[config.mk]
export PLATFORM = sky130hd
export DESIGN_NAME = mul_share_arbiter
export DESIGN_NICKNAME = d
export VERILOG_FILES = /design/src/rtl/mul_share_arbiter.sv
export SDC_FILE = /design/constraint.sdc
export NUM_CORES = 1
export LEC_CHECK = 0
export BUFFER_PORTS_ARGS = -buffer_cell sky130_fd_sc_hd__clkbuf_2
export CORE_MARGIN = 5
export CORE_UTILIZATION = 50
export CTS_CLUSTER_SIZE = 16
export DETAILED_ROUTE_END_ITERATION = 6
export MAX_ROUTING_LAYER = met4
export PLACE_DENSITY_LB_ADDON = 0.1
export SLEW_MARGIN = 20
export SYNTH_ARGS = -nofsm -noshare
export SYNTH_HDL_FRONTEND = slang
export SYNTH_SLANG_ARGS = --single-unit
[constraint.sdc]
create_clock -name clk -period 3.7 [get_ports clk]
set_input_delay 0.555 -clock clk [delete_from_list [all_inputs] [get_ports clk]]
set_output_delay 0.555 -clock clk [all_outputs]
set_load 0.01 [all_outputs]
[src/rtl/mul_share_arbiter.sv]
// Two-channel front end that time-shares one multi_4bits multiplier.
// Grants are round-robin, and only one operation is in flight at a time.
// Each result is returned with the ID of the channel that issued it, and the
// result port supports backpressure.

// Unsigned multiplier with a fixed pipeline latency of LAT cycles (LAT=0 is combinational).
module multi_4bits #(
    parameter int unsigned bits = 4,
    parameter int unsigned LAT  = 1
) (
    input  logic              clk,
    input  logic              rst,
    input  logic [bits-1:0]   A_i,
    input  logic [bits-1:0]   B_i,
    output logic [2*bits-1:0] Product_o
);

    logic [2*bits-1:0] prod;

    // Full-width product; operands are zero-extended so nothing is truncated.
    always_comb begin
        prod = {{bits{1'b0}}, A_i} * {{bits{1'b0}}, B_i};
    end

    generate
        if (LAT == 0) begin : g_comb
            // Zero-latency configuration: the product is visible immediately.
            always_comb begin
                Product_o = prod;
            end
        end else begin : g_pipe
            logic [LAT-1:0][2*bits-1:0] pipe_q;

            // Shift the product through LAT register stages.
            always_ff @(posedge clk) begin
                if (rst) begin
                    pipe_q <= '0;
                end else begin
                    pipe_q[0] <= prod;
                    for (int unsigned i = 1; i < LAT; i++) begin
                        pipe_q[i] <= pipe_q[i-1];
                    end
                end
            end

            // The last stage is the registered product.
            always_comb begin
                Product_o = pipe_q[LAT-1];
            end
        end
    endgenerate

endmodule

module mul_share_arbiter #(
    parameter int unsigned bits    = 4,
    parameter int unsigned MUL_LAT = 1,
    parameter int unsigned CNT_W   = 8
) (
    input  logic              clk,
    input  logic              rst,
    input  logic              req0_valid,
    input  logic [bits-1:0]   req0_a,
    input  logic [bits-1:0]   req0_b,
    output logic              req0_ready,
    input  logic              req1_valid,
    input  logic [bits-1:0]   req1_a,
    input  logic [bits-1:0]   req1_b,
    output logic              req1_ready,
    output logic              res_valid,
    output logic              res_id,
    output logic [2*bits-1:0] res_p,
    input  logic              res_ready,
    output logic              busy,
    output logic [CNT_W-1:0]  ops_done
);

    localparam int unsigned LAT_W = (MUL_LAT < 1) ? 1 : $clog2(MUL_LAT + 1);

    typedef enum logic [1:0] {
        IDLE = 2'd0,
        BUSY = 2'd1,
        DONE = 2'd2
    } state_t;

    state_t            state_q, state_d;
    logic [bits-1:0]   op_a_q, op_a_d;
    logic [bits-1:0]   op_b_q, op_b_d;
    logic              op_id_q, op_id_d;
    logic              rr_last_q, rr_last_d;
    logic [LAT_W-1:0]  cnt_q, cnt_d;
    logic              res_valid_q, res_valid_d;
    logic              res_id_q, res_id_d;
    logic [2*bits-1:0] res_p_q, res_p_d;
    logic [CNT_W-1:0]  ops_q, ops_d;

    logic [2*bits-1:0] product;
    logic              grant_vld;
    logic              grant_id;

    // The operand registers stay constant throughout BUSY, so they feed the
    // multiplier directly.
    multi_4bits #(
        .bits (bits),
        .LAT  (MUL_LAT)
    ) u_mul (
        .clk       (clk),
        .rst       (rst),
        .A_i       (op_a_q),
        .B_i       (op_b_q),
        .Product_o (product)
    );

    // Round-robin pick: a lone requester wins; on contention the channel not served last wins.
    always_comb begin
        grant_vld = req0_valid | req1_valid;
        if (req0_valid && req1_valid) begin
            grant_id = ~rr_last_q;
        end else begin
            grant_id = req1_valid;
        end
    end

    // Next-state and handshake logic; readies are only raised in IDLE and never during reset.
    always_comb begin
        state_d     = state_q;
        op_a_d      = op_a_q;
        op_b_d      = op_b_q;
        op_id_d     = op_id_q;
        rr_last_d   = rr_last_q;
        cnt_d       = cnt_q;
        res_valid_d = res_valid_q;
        res_id_d    = res_id_q;
        res_p_d     = res_p_q;
        ops_d       = ops_q;
        req0_ready  = 1'b0;
        req1_ready  = 1'b0;

        case (state_q)
            IDLE: begin
                if (grant_vld && !rst) begin
                    req0_ready = ~grant_id;
                    req1_ready = grant_id;
                    op_a_d     = grant_id ? req1_a : req0_a;
                    op_b_d     = grant_id ? req1_b : req0_b;
                    op_id_d    = grant_id;
                    rr_last_d  = grant_id;
                    cnt_d      = LAT_W'(MUL_LAT);
                    state_d    = BUSY;
                end
            end
            BUSY: begin
                if (cnt_q == '0) begin
                    res_p_d     = product;
                    res_id_d    = op_id_q;
                    res_valid_d = 1'b1;
                    state_d     = DONE;
                end else begin
                    cnt_d = cnt_q - LAT_W'(1);
                end
            end
            DONE: begin
                if (res_ready) begin
                    res_valid_d = 1'b0;
                    ops_d       = ops_q + CNT_W'(1);
                    state_d     = IDLE;
                end
            end
            default: begin
                state_d = IDLE;
            end
        endcase
    end

    // State and datapath registers; reset discards any in-flight operation.
    always_ff @(posedge clk) begin
        if (rst) begin
            state_q     <= IDLE;
            op_a_q      <= '0;
            op_b_q      <= '0;
            op_id_q     <= 1'b0;
            rr_last_q   <= 1'b1;
            cnt_q       <= '0;
            res_valid_q <= 1'b0;
            res_id_q    <= 1'b0;
            res_p_q     <= '0;
            ops_q       <= '0;
        end else begin
            state_q     <= state_d;
            op_a_q      <= op_a_d;
            op_b_q      <= op_b_d;
            op_id_q     <= op_id_d;
            rr_last_q   <= rr_last_d;
            cnt_q       <= cnt_d;
            res_valid_q <= res_valid_d;
            res_id_q    <= res_id_d;
            res_p_q     <= res_p_d;
            ops_q       <= ops_d;
        end
    end

    // Registered outputs.
    always_comb begin
        res_valid = res_valid_q;
        res_id    = res_id_q;
        res_p     = res_p_q;
        ops_done  = ops_q;
        busy      = (state_q != IDLE);
    end

endmodule
# == After elaboration in Yosys (flattened, before gate mapping) ==
# Index checks and enable logic that the tools add are counted.
# op_classes
multipliers,1
bitwise,4
add_sub_neg,2
n_mux,17
n_eq_ne,5
reduce_logical,13
# ops
cell,count
1-bit two-way mux,9
8-bit by 1-bit adder with 8-bit output (second input constant),1
4-bit by 4-bit multiplier with 8-bit output,1
4-bit two-way mux,2
2-bit AND reduction,4
2-bit two-way mux,3
2-bit != test (second input constant),3
2-bit case mux with 3 select lines,1
3-bit AND reduction,2
2-bit nonzero test,3
1-bit case mux with 2 select lines,2
1-bit inverter,3
2-bit by 1-bit equality test with 1-bit output (second input constant),1
2-bit equality test (second input constant),1
1-bit logical AND,2
2-bit zero test,1
1-bit zero test,1
1-bit OR,1
1-bit subtractor (second input constant),1
# word_totals
wordCells,53
output_inout_bits,21
regBits,39
in_bits,21

# == Longest topological paths before layout ==
# Gate-level depths: netlist (run 1).
# depth
word_depth,5
depth_mapped,8
ltp_nobuf,8

# == Cells and area by module ==
# Synthesis (run 1) repeated with hierarchy kept, for this count alone.
# unflattened
hier_cells,213
area_unflattened_um2,1983.2
# by_module_without_submodules
mod,seq_area_each_um2,n_inst,area_per_inst_um2,cells_per_inst
mul_share_arbiter,620.6,1,1325.0,145
multi_4bits,160.2,1,658.1,68

# == Worst setup path before layout (run 1) ==
# OpenSTA, ideal clock, no wires.
# synth_timing
kind,register to register
from,reg op_a_q[0]
to,reg u_mul.g_pipe.pipe_q (netlist bit u_mul.Product_o[6])
t_arrival_ns,2.609
stages_incl_launch_ff,9
required_ns,3.579
setup_time_ns,0.121
path_buffers,0
path_slack_ns,0.970
period_less_slack_ns,2.730
path_cell_list,dfxtp_1 -> nand2_1 -> fa_1 -> inv_1 -> fa_1 -> fa_1 -> a21o_1 -> a21oi_1 -> mux2_2
# synth_between
elab_chain_len,1
# synth_rtl
element,line,text
start: declaration,87,"logic [bits-1:0] op_a_q, op_a_d;"
start signal: assignment,190,op_a_q <= op_a_d;
4-bit by 4-bit multiplier with 8-bit output,22,"prod = {{bits{1'b0}}, A_i} * {{bits{1'b0}}, B_i};"
end signal: indexed assignment,41,pipe_q[i] <= pipe_q[i-1];
end: declaration,32,logic [LAT-1:0][2*bits-1:0] pipe_q;
# No other way between the ends.
# A chain may end at the register's enable or synchronous reset.

# == Worst setup path after layout (run 1) ==
# layout_timing
from,reg op_b_q[3]
to,reg u_mul.g_pipe.pipe_q (netlist bit u_mul.Product_o[6])
# layout_between
elab_chain_len,1
# layout_rtl
element,line,text
start: declaration,88,"logic [bits-1:0] op_b_q, op_b_d;"
start signal: assignment,191,op_b_q <= op_b_d;
4-bit by 4-bit multiplier with 8-bit output,22,
# No other way between the ends.

==> results of run 1 <==
[cell usage after synthesis (2+ instances only)]
library cell and instances:
a211oi_1 3, a21o_1 2, a21oi_1 17, a311oi_1 8, and2_1 12, buf_1 2
buf_2 2, clkbuf_1 4, dfxtp_1 39, fa_1 4, ha_1 13, inv_1 5
mux2_2 2, mux2i_1 10, nand2_1 24, nand3b_1 2, nor2_1 22, nor2b_1 5
nor3_1 4, o21ai_0 6, or2_2 2, or3_1 4, or4_1 2, xor2_1 2
[report_power, final]
group	internal, uW	switching, uW
logic	56.4	65.7
registers	442	22.2
clock network	132	139
[final timing paths]
path | slack [ns] | to | cells after the start
min reg2reg | 0.48 | res_p[2] | 2
max | 0.86 | u_mul.Product_o[6] | 8
min | 0.48 | res_p[2] | 2
max reg2reg | 0.86 | u_mul.Product_o[6] | 8
[critical path, delay by kind of cell (launching register included)]
family / cells / cell delay, ns
flip-flops: 1 / 0.39
buffers and inverters: 1 / 0.05
AO/OA/AOI/OAI: 2 / 0.31
AND/OR/NAND/NOR: 1 / 0.10
adder cells (fa/ha/maj): 3 / 1.53
multiplexers: 1 / 0.35
[through the flow]
stage / cell area, um^2 / std cells / setup slack, ns / power, uW
final: 2300 / 306 / 0.858 / 857
after global routing: 2300 / 306 / 0.697 / 908
after CTS: 2300 / 306 / 0.842 / 872
after detailed placement: 2210 / 298 / 0.846 / 597
after global placement: 2210 / 298 / 0.913 / 596
after floorplan: 1990 / 216 / 0.970 / 564
[per-layer routing]
metal	share of wire, %	up-vias	global-route usage (%)
li1	-	840	-
met1	50	656	18.2
met2	43	38	21.9
met3	5.6	4	3.86
met4	0.89	0	4.92
met5	0	-	-
[layout make-up]
cell class,instances,area share (%)
Clock inverter,2,0.545
Tap cell,50,2.72
Multi-Input combinational cell,162,49.5
Timing Repair Buffer,42,9.26
Inverter,5,0.817
Clock buffer,6,3.16
Sequential cell,39,34.0
[cells by family after synthesis]
| group | share of synthesized area (%) |
|---|---|
| AO/OA/AOI/OAI | 13.3 |
| XOR/XNOR | 1.32 |
| adder cells (fa/ha/maj) | 12.2 |
| buffers and inverters | 3.52 |
| flip-flops | 39.3 |
| multiplexers | 6.17 |
| AND/OR/NAND/NOR | 24.2 |
[sequential cells by signal, indices dropped and copies added (netlist names)]
signal           count
ops_done             8
res_p                8
u_mul.Product_o      8
op_a_q               4
op_b_q               4
state_q              2
cnt_q                1
op_id_q              1
res_id               1
res_valid            1
rr_last_q            1
==> key figures, run 1 <==
Place
  • HPWL Detailed: 2.76 mm
  • Port-buffer cells: 41
  • Final GP Congestion: 0.783

Power and ir drop
  • P_leak: 0.00108 uW
  • Maximum vdd drop: 0.240 mV
  • PwrDens: 373 nW/um^2

Route
  • DRT Pass-1 Iters: 4
  • Antenna Nets Post-Route: 0
  • Avg WL per Cell: 11.4 um
  • Vias: 1538
  • Routed WL: 3.49 mm
  • Number of vias per cell: 5.03
  • DRC violations left: 0
  • 1st-iter DRT viols: 56

Logic synthesis
  • Mapped Area: 1990 um^2
  • Area leader, netlist: dfxtp_1
  • Netlist cell types: 44
  • FFs w/ async S/R, synth: 0%
  • Synth warnings: 0
  • Post-Syn Instances: 216
  • Commonest register cell after synthesis: dfxtp_1
  • Average size of a mapped cell: 9.20 um^2
  • Post-synth EDFFs: 0
  • Synth area leaders: dfxtp_1 (39%), ha_1 (8.2%), mux2i_1 (5.0%), nand2_1 (4.5%), a21oi_1 (4.3%)
  • Register area share after synthesis: 39.3%
  • Syn Nets: 254
  • Synth top area share: 39.3%
  • Flops & latches, synth: 39

Finish
  • Layout cells sized above 1: 23.0%
  • Area occupied by registers: 781 um^2
  • Final net count: 293
  • P&R area growth vs syn: 15.5%
  • Post-layout util: 58.7%
  • N_diodes: 0
  • Most frequent cells in the layout: clkbuf_2 (41), dfxtp_1 (39), nand2_1 (24), nor2_1 (22), a21oi_1 (17)
  • Area of the multi-input gates: 1140 um^2
  • Most common cell after layout, fill and taps aside: clkbuf_2
  • Fill cell count: 373

Die
  • Initial core utilization: 50.8%
  • Rows: 23
  • Die width: 73.1 um
  • Die ar.: 5340 um^2
  • Core Area: 3910 um^2
  • Die height: 73.1 um
  • I/O pin count: 42

Worst setup path
  • Crit end category: flip-flop
  • Slowest-stage cell, CP: fa_1
  • CP startpoint kind: flip-flop
  • Critical Path Start: op_b_q[3]
  • R2R Path Start: op_b_q[3]
  • Cells along the critical path: nand2_1 -> fa_1 -> inv_1 -> fa_1 -> fa_1 -> a21o_1 -> a21oi_1 -> mux2_2
  • CP max stage delay: 0.54 ns
  • WP data required: 3.87 ns
  • Crit path kind: flip-flop to flip-flop
  • Worst-path fanout max: 5
  • Arr. time, crit path: 3.01 ns
  • Critical Path Most Common Cell: fa_1

CTS
  • Root Buffer: clkbuf_8
  • CTS resizes: 0
  • CTS max path bufs: 2
  • CTS tree: done
  • Hold Buf Count CTS: 0
  • Clock slew at reported path FFs: 0.08 ns
  • Clock sinks: 39
  • H-tree Lvls: 2
  • Clk_lat worst skew: 0.28 ns
  • Post-CTS Setup Bufs: 0
  • CTS buffer count: 5

GRT
  • Largest net degree at the start of global routing: 29
  • Initial antenna violation count: 0
  • GRT Overall Usage: 14.3%
  • Vias in the first global route: 1415
  • Grt total ovfl: 0
  • Global-route wire length before repair: 5.93 mm

Timing
  • Worst Tran Pin Value: 1.05 ns
  • Final hold vios: 0
  • Sum of negative setup slack: 0 ns
  • Final hold slack: 0.478 ns
  • Clk_skew: 0.00837 ns
  • Fmax: 352 MHz
  • Final setup violation count: 0
  • Max-slew violations: 0
  • Min Tclk post-route: 2.84 ns
  • RSZ-0062 raised after global routing: no
  • Worst rel slew slack: 29.9%
  • Tcrit/Tclk final: 76.8%

Outcome
  • Status: complete, no violations

Run
  • Max_cap viols: 0

Worst hold path
  • Min-delay src: u_mul.Product_o[2]
  • Class of the worst hold path: flip-flop to flip-flop
No activity file was read; power rests on OpenSTA's default activity.
==> run 2, diff against run 1 <==
==> constraint.sdc (replaced) <==
create_clock -name clk -period 2.7 [get_ports clk]
set_input_delay 0.405 -clock clk [delete_from_list [all_inputs] [get_ports clk]]
set_output_delay 0.405 -clock clk [all_outputs]
set_load 0.01 [all_outputs]
==> run 2 against run 1 <==
Sequential share of layout area down 1.4 points. Global-route usage rose by 1.7 points. Via count rose by 6.0%. Clock skew shrank 0.0028 ns. Combinational power increased by 59%. Clock power is 83% higher. Final cell count grew 2.6%. Power rose by 54%. Critical path type unchanged. Critical endpoint unchanged.
==> key figures, run 2 (synthesized netlist as in run 1, its figures left out) <==
GRT
  • Global-route wire length before repair: 6.51 mm (was 5.93 mm)
  • Largest net degree at the start of global routing: 28 (was 29)
  • Initial antenna violation count: 0 (unchanged)
  • Vias in the first global route: 1475 (was 1415)
  • Grt total ovfl: 0 (unchanged)
  • GRT Overall Usage: 16.1% (was 14.3%)

Route
  • Met1 WL: 1.79 mm (was 1.75 mm)
  • Routed WL: 3.78 mm (was 3.49 mm)
  • Antenna Nets Post-Route: 0 (unchanged)
  • Number of vias per cell: 5.19 (was 5.03)
  • Vias: 1631 (was 1538)
  • 1st-iter DRT viols: 69 (was 56)
  • DRT Pass-1 Iters: 4 (unchanged)
  • DRC violations left: 0 (unchanged)
  • WL met2: 1.66 mm (was 1.51 mm)
  • Avg WL per Cell: 12.0 um (was 11.4 um)
  • Max layer used: met4 (unchanged)
  • Metal3 WL: 240 um (was 195 um)

CTS
  • Clock slew at reported path FFs: 0.07 ns (was 0.08 ns)
  • CTS tree: done (unchanged)
  • Clk_lat worst skew: 0.29 ns (was 0.28 ns)
  • H-tree Lvls: 2 (unchanged)
  • Post-CTS Setup Bufs: 0 (unchanged)
  • Clock sinks: 39 (unchanged)
  • CTS buffer count: 5 (unchanged)
  • Root Buffer: clkbuf_8 (unchanged)
  • Hold Buf Count CTS: 0 (unchanged)
  • CTS max path bufs: 2 (unchanged)

Worst setup path
  • WP data required: 2.89 ns (was 3.87 ns)
  • Cells along the critical path: nand2_2 -> fa_1 -> inv_1 -> fa_1 -> fa_2 -> a21o_1 -> a21oi_2 -> mux2_2 (was nand2_1 -> fa_1 -> inv_1 -> fa_1 -> fa_1 -> a21o_1 -> a21oi_1 -> mux2_2)
  • Worst path top cell family by delay: adder cells (unchanged)
  • Worst Path Buf+Inv: 1 (unchanged)
  • Slowest-stage cell, CP: fa_1 (unchanged)
  • RR Endpoint: u_mul.Product_o[6] (unchanged)
  • Reg2reg path depth: 8 (unchanged)
  • Crit path kind: flip-flop to flip-flop (unchanged)
  • CP startpoint kind: flip-flop (unchanged)
  • R2R Path Start: op_b_q[3] (unchanged)
  • Critical Path Start: op_b_q[3] (unchanged)
  • Worst-path fanout max: 2 (was 5)
  • Arr. time, crit path: 2.80 ns (was 3.01 ns)
  • Register-to-Register Setup Slack: 0.09 ns (was 0.86 ns)
  • Critical Path Most Common Cell: fa_1 (unchanged)
  • Crit end category: flip-flop (unchanged)
  • CP max stage delay: 0.53 ns (was 0.54 ns)

Place
  • Port-buffer cells: 41 (unchanged)
  • HPWL Detailed: 2.93 mm (was 2.76 mm)
  • Final GP Congestion: 0.756 (was 0.783)
  • Pre-CTS setup slack: -0.0217 ns (was 0.846 ns)
  • Placed cells: 306 (was 298)
  • Placed Area: 2270 um^2 (was 2210 um^2)

Finish
  • N_diodes: 0 (unchanged)
  • Final Cell Area: 2400 um^2 (was 2300 um^2)
  • Layout cells sized above 1: 27.7% (was 23.0%)
  • Fin cells: 314 (was 306)
  • Most frequent cells in the layout: clkbuf_2 (41), dfxtp_1 (37), nand2_1 (23), nor2_1 (22), a21oi_1 (16) (was clkbuf_2 (41), dfxtp_1 (39), nand2_1 (24), nor2_1 (22), a21oi_1 (17))
  • P&R area growth vs syn: 20.8% (was 15.5%)
  • Post-layout util: 61.3% (was 58.7%)
  • Final net count: 301 (was 293)
  • Most common cell after layout, fill and taps aside: clkbuf_2 (unchanged)
  • Fill cell count: 358 (was 373)

Die
  • Die width: 73.1 um (unchanged)
  • Initial core utilization: 50.8% (unchanged)
  • Die ar.: 5340 um^2 (unchanged)
  • Die height: 73.1 um (unchanged)
  • Core Area: 3910 um^2 (unchanged)
  • I/O pin count: 42 (unchanged)
  • Rows: 23 (unchanged)

Outcome
  • Status: complete, no violations (unchanged)

Timing
  • Max-slew violations: 0 (unchanged)
  • Worst rel slew slack: 65.3% (was 29.9%)
  • Clk_skew: 0.00553 ns (was 0.00837 ns)
  • Final hold slack: 0.358 ns (was 0.478 ns)
  • Fmax: 382 MHz (was 352 MHz)
  • Final hold vios: 0 (unchanged)
  • Worst Tran Pin Value: 0.518 ns (was 1.05 ns)
  • Tcrit/Tclk final: 96.9% (was 76.8%)
  • Final setup violation count: 0 (unchanged)
  • Setup ws final: 0.0850 ns (was 0.858 ns)
  • Min Tclk post-route: 2.61 ns (was 2.84 ns)

Power and ir drop
  • Internal power: 997 uW (was 630 uW)
  • Comb power frac: 14.7% (was 14.3%)
  • PwrDens: 550 nW/um^2 (was 373 nW/um^2)
  • Maximum vdd drop: 0.277 mV (was 0.240 mV)
  • Clock share of power: 37.5% (was 31.6%)
  • Sequential Power Share: 47.8% (was 54.1%)
  • P_leak: 0.00114 uW (was 0.00108 uW)
  • Sw Share: 24.5% (was 26.5%)
  • Net Sw Power: 324 uW (was 227 uW)

Worst hold path
  • Hold path depth: 3 (was 2)
  • Class of the worst hold path: primary input to flip-flop (was flip-flop to flip-flop)
  • Hold worst-path end: op_b_q[3] (was res_p[2])
  • Min-delay src: req1_b[3] (was u_mul.Product_o[2])

Run
  • Max_cap viols: 0 (unchanged)
## run 2: final cells by class
| cell class | count | area (um^2) | area share [%] |
|---|---|---|---|
| multi-input combinational | 162 | 1150 | 47.7 |
| inverter | 5 | 18.8 | 0.782 |
| sequential | 39 | 783 | 32.6 |
| clock inverter | 2 | 35.0 | 1.46 |
| timing repair buffer | 50 | 273 | 11.4 |
| tap | 50 | 62.6 | 2.61 |
| clock buffer | 6 | 82.6 | 3.44 |
## run 2: worst max-delay path by stage
stage | end | depth (start not counted)
CTS | u_mul.Product_o[6] | 8
global route | u_mul.Product_o[6] | 8
global placement | u_mul.Product_o[6] | 8
finish | u_mul.Product_o[6] | 8
detailed placement | u_mul.Product_o[6] | 8
floorplan | u_mul.Product_o[6] | 8
## run 2: power groups by stage
stage | sequential (uW) | clock [uW] | combinational [uW]
final | 631 | 496 | 194
after global routing | 637 | 532 | 221
after CTS | 630 | 513 | 197
after detailed placement | 643 | 0 | 195
after global placement | 643 | 0 | 194
after floorplan | 637 | 0 | 136
## run 2: worst reg2reg max path, stage by stage, from the launching register on
cell	delay (ns)
dfxtp_2	0.33
nand2_2	0.06
fa_1	0.53
inv_1	0.05
fa_1	0.50
fa_2	0.39
a21o_1	0.18
a21oi_2	0.13
mux2_2	0.33
## run 2: timing repair
item                                    CTS  global route
resized for setup                         0             4
pin swaps                                 1             2
endpoints found under the setup margin    1             2
## run 2: metrics by stage
stage	TNS, ns	power, uW
floorplan	0	773
global placement	0	836
detailed placement	-0.0217	838
CTS	0	1340
global route	-0.00649	1390
finish	0	1320
## run 2: metal layers
| layer | GRT usage (%) | vias to the layer above |
|---|---|---|
| met5 | - | - |
| met4 | 7.17 | 0 |
| met3 | 5.65 | 9 |
| met2 | 23.8 | 47 |
| met1 | 19.5 | 726 |
| li1 | - | 849 |
==> run 3, diff against run 2 <==
--- a/config.mk
+++ b/config.mk
@@ -7,7 +7,7 @@
 export LEC_CHECK = 0
 export BUFFER_PORTS_ARGS = -buffer_cell sky130_fd_sc_hd__clkbuf_2
 export CORE_MARGIN = 5
-export CORE_UTILIZATION = 50
+export CORE_UTILIZATION = 49
 export CTS_CLUSTER_SIZE = 16
 export DETAILED_ROUTE_END_ITERATION = 6
 export MAX_ROUTING_LAYER = met4
==> constraint.sdc (replaced) <==
create_clock -name clk -period 2.1 [get_ports clk]
set_input_delay 0.315 -clock clk [delete_from_list [all_inputs] [get_ports clk]]
set_output_delay 0.315 -clock clk [all_outputs]
set_load 0.01 [all_outputs]
==> run 3 against run 2 <==
The flow now finishes with violations (negative setup slack). Largest power group unchanged. Largest cell class unchanged. Die area increased by 1.8%. Final area increased by 11%. Critical path depth increased by 1. Power increased by 41%. Critical path type unchanged. Clock skew increased by 0.0019 ns. Core utilization increased by 5.7 points.
==> key figures, run 3 (synthesized netlist as in run 1, its figures left out) <==
Outcome
  • Status: complete, but fails checks (was complete, no violations)
  • Failing checks: negative setup slack

Timing
  • RSZ-0062 raised after global routing: yes
  • Tcrit/Tclk final: 121% (was 96.9%)
  • Final setup violation count: 5 (was 0)
  • Min Tclk post-route: 2.54 ns (was 2.61 ns)
  • Max-slew violations: 0 (unchanged)
  • Final hold vios: 0 (unchanged)
  • Worst Tran Pin Value: 0.387 ns (was 0.518 ns)
  • Sum of negative setup slack: -1.62 ns (was 0 ns)
  • Final hold slack: 0.250 ns (was 0.358 ns)
  • Fmax: 394 MHz (was 382 MHz)
  • Clk_skew: 0.00741 ns (was 0.00553 ns)
  • Setup ws final: -0.439 ns (was 0.0850 ns)
  • Worst rel slew slack: 74.1% (was 65.3%)

Worst setup path
  • WP data required: 2.31 ns (was 2.89 ns)
  • Worst-path fanout max: 3 (was 2)
  • Critical Path Start: op_a_q[0] (was op_b_q[3])
  • Arr. time, crit path: 2.75 ns (was 2.80 ns)
  • Slowest-stage cell, CP: fa_1 (unchanged)
  • Crit end category: flip-flop (unchanged)
  • Cells along the critical path: nand2_2 -> fa_1 -> inv_1 -> fa_2 -> buf_6 -> ha_4 -> a211oi_4 -> or4_1 -> o211ai_1 (was nand2_2 -> fa_1 -> inv_1 -> fa_1 -> fa_2 -> a21o_1 -> a21oi_2 -> mux2_2)
  • R2R Path Start: op_a_q[0] (was op_b_q[3])
  • CP startpoint kind: flip-flop (unchanged)
  • Crit path kind: flip-flop to flip-flop (unchanged)
  • CP max stage delay: 0.53 ns (about the same)

Power and ir drop
  • Maximum vdd drop: 0.399 mV (was 0.277 mV)
  • P_leak: 0.00124 uW (was 0.00114 uW)
  • PwrDens: 698 nW/um^2 (was 550 nW/um^2)
  • Overall Power: 1860 uW (was 1320 uW)

Worst hold path
  • Min-delay src: req0_b[3] (was req1_b[3])
  • Class of the worst hold path: primary input to flip-flop (unchanged)

Finish
  • Layout cells sized above 1: 37.4% (was 27.7%)
  • Most common cell after layout, fill and taps aside: clkbuf_2 (unchanged)
  • N_diodes: 0 (unchanged)
  • P&R area growth vs syn: 34.0% (was 20.8%)
  • Post-layout util: 67.1% (was 61.3%)
  • Final net count: 318 (was 301)
  • Most frequent cells in the layout: clkbuf_2 (41), dfxtp_1 (35), buf_4 (25), nand2_1 (23), nor2_1 (21) (was clkbuf_2 (41), dfxtp_1 (37), nand2_1 (23), nor2_1 (22), a21oi_1 (16))

Route
  • Routed WL: 4.32 mm (was 3.78 mm)
  • Avg WL per Cell: 13.0 um (was 12.0 um)
  • Vias: 1732 (was 1631)
  • Number of vias per cell: 5.23 (was 5.19)
  • 1st-iter DRT viols: 66 (was 69)
  • DRC violations left: 0 (unchanged)
  • DRT Pass-1 Iters: 4 (unchanged)
  • Antenna Nets Post-Route: 0 (unchanged)

GRT
  • Initial antenna violation count: 0 (unchanged)
  • Vias in the first global route: 1676 (was 1475)
  • Global-route wire length before repair: 7.25 mm (was 6.51 mm)
  • Largest net degree at the start of global routing: 27 (was 28)
  • Grt total ovfl: 0 (unchanged)
  • GRT Overall Usage: 18.0% (was 16.1%)

Die
  • Die height: 73.7 um (was 73.1 um)
  • Initial core utilization: 50.1% (was 50.8%)
  • Core Area: 3970 um^2 (was 3910 um^2)
  • Rows: 23 (unchanged)
  • Die ar.: 5430 um^2 (was 5340 um^2)
  • I/O pin count: 42 (unchanged)
  • Die width: 73.7 um (was 73.1 um)

Run
  • Max_cap viols: 0 (unchanged)

CTS
  • Clock slew at reported path FFs: 0.08 ns (was 0.07 ns)
  • CTS max path bufs: 2 (unchanged)
  • H-tree Lvls: 2 (unchanged)
  • Hold Buf Count CTS: 0 (unchanged)
  • CTS buffer count: 5 (unchanged)
  • CTS tree: done (unchanged)
  • Root Buffer: clkbuf_8 (unchanged)
  • Clock sinks: 39 (unchanged)
  • Clk_lat worst skew: 0.30 ns (was 0.29 ns)

Place
  • Port-buffer cells: 41 (unchanged)
  • HPWL Detailed: 3.16 mm (was 2.93 mm)
  • Final GP Congestion: 0.772 (was 0.756)
## run 3: layout make-up
type / instances / area (um^2)
clock inverter: 2 / 60.1
timing repair buffer: 67 / 404
inverter: 5 / 18.8
sequential: 39 / 786
clock buffer: 6 / 72.6
multi-input combinational: 162 / 1260
tap: 50 / 62.6
fill: 337 / 1310
## run 3: stage by stage
| step | instance area [um^2] | setup slack (ns) | instances |
|---|---|---|---|
| floorplan | 2010 | -0.409 | 216 |
| global placement | 2390 | -0.445 | 319 |
| detailed placement | 2390 | -0.491 | 319 |
| CTS | 2630 | -0.392 | 330 |
| global route | 2660 | -0.504 | 331 |
| finish | 2660 | -0.439 | 331 |
## run 3: power by group
group	total [uW]	switching (uW)	leakage [uW]	internal (uW)
clock network	744	269	0.0000654	475
registers	814	34.0	0.000319	780
logic	301	147	0.000851	154
total	1860	450	0.00124	1410
## run 3: final timing paths
path	to	slack (ns)	cells past startpoint
worst min-delay path	op_b_q[3]	0.25	3
worst max register to register	u_mul.Product_o[7]	-0.44	9
worst min register to register	res_p[3]	0.47	2
worst max-delay path	u_mul.Product_o[7]	-0.44	9
## run 3: what timing repair did
item / CTS / global route
pin swaps: 7 / 5
buffers inserted: 3 / 1
resized for setup: 15 / 5
endpoints found under the setup margin: 5 / 5
hold endpoints to repair: 0 / 0
## run 3: critical path, delay by kind of cell (launching register included)
family | cells | cell delay [ns]
flip-flops | 1 | 0.35
buffers and inverters | 2 | 0.19
adder cells (fa/ha/maj) | 3 | 1.25
AND/OR/NAND/NOR | 2 | 0.47
AO/OA/AOI/OAI | 2 | 0.20
## run 3: layer usage
| metal | routed length, um | vias to the layer above | part of all wire, % | global-route usage (%) |
|---|---|---|---|---|
| met5 | 0 | - | 0 | - |
| met4 | 70 | 0 | 1.6 | 6.84 |
| met3 | 198 | 6 | 4.6 | 4.51 |
| met2 | 2140 | 32 | 50 | 30.7 |
| met1 | 1900 | 807 | 44 | 20.0 |
| li1 | - | 887 | - | - |
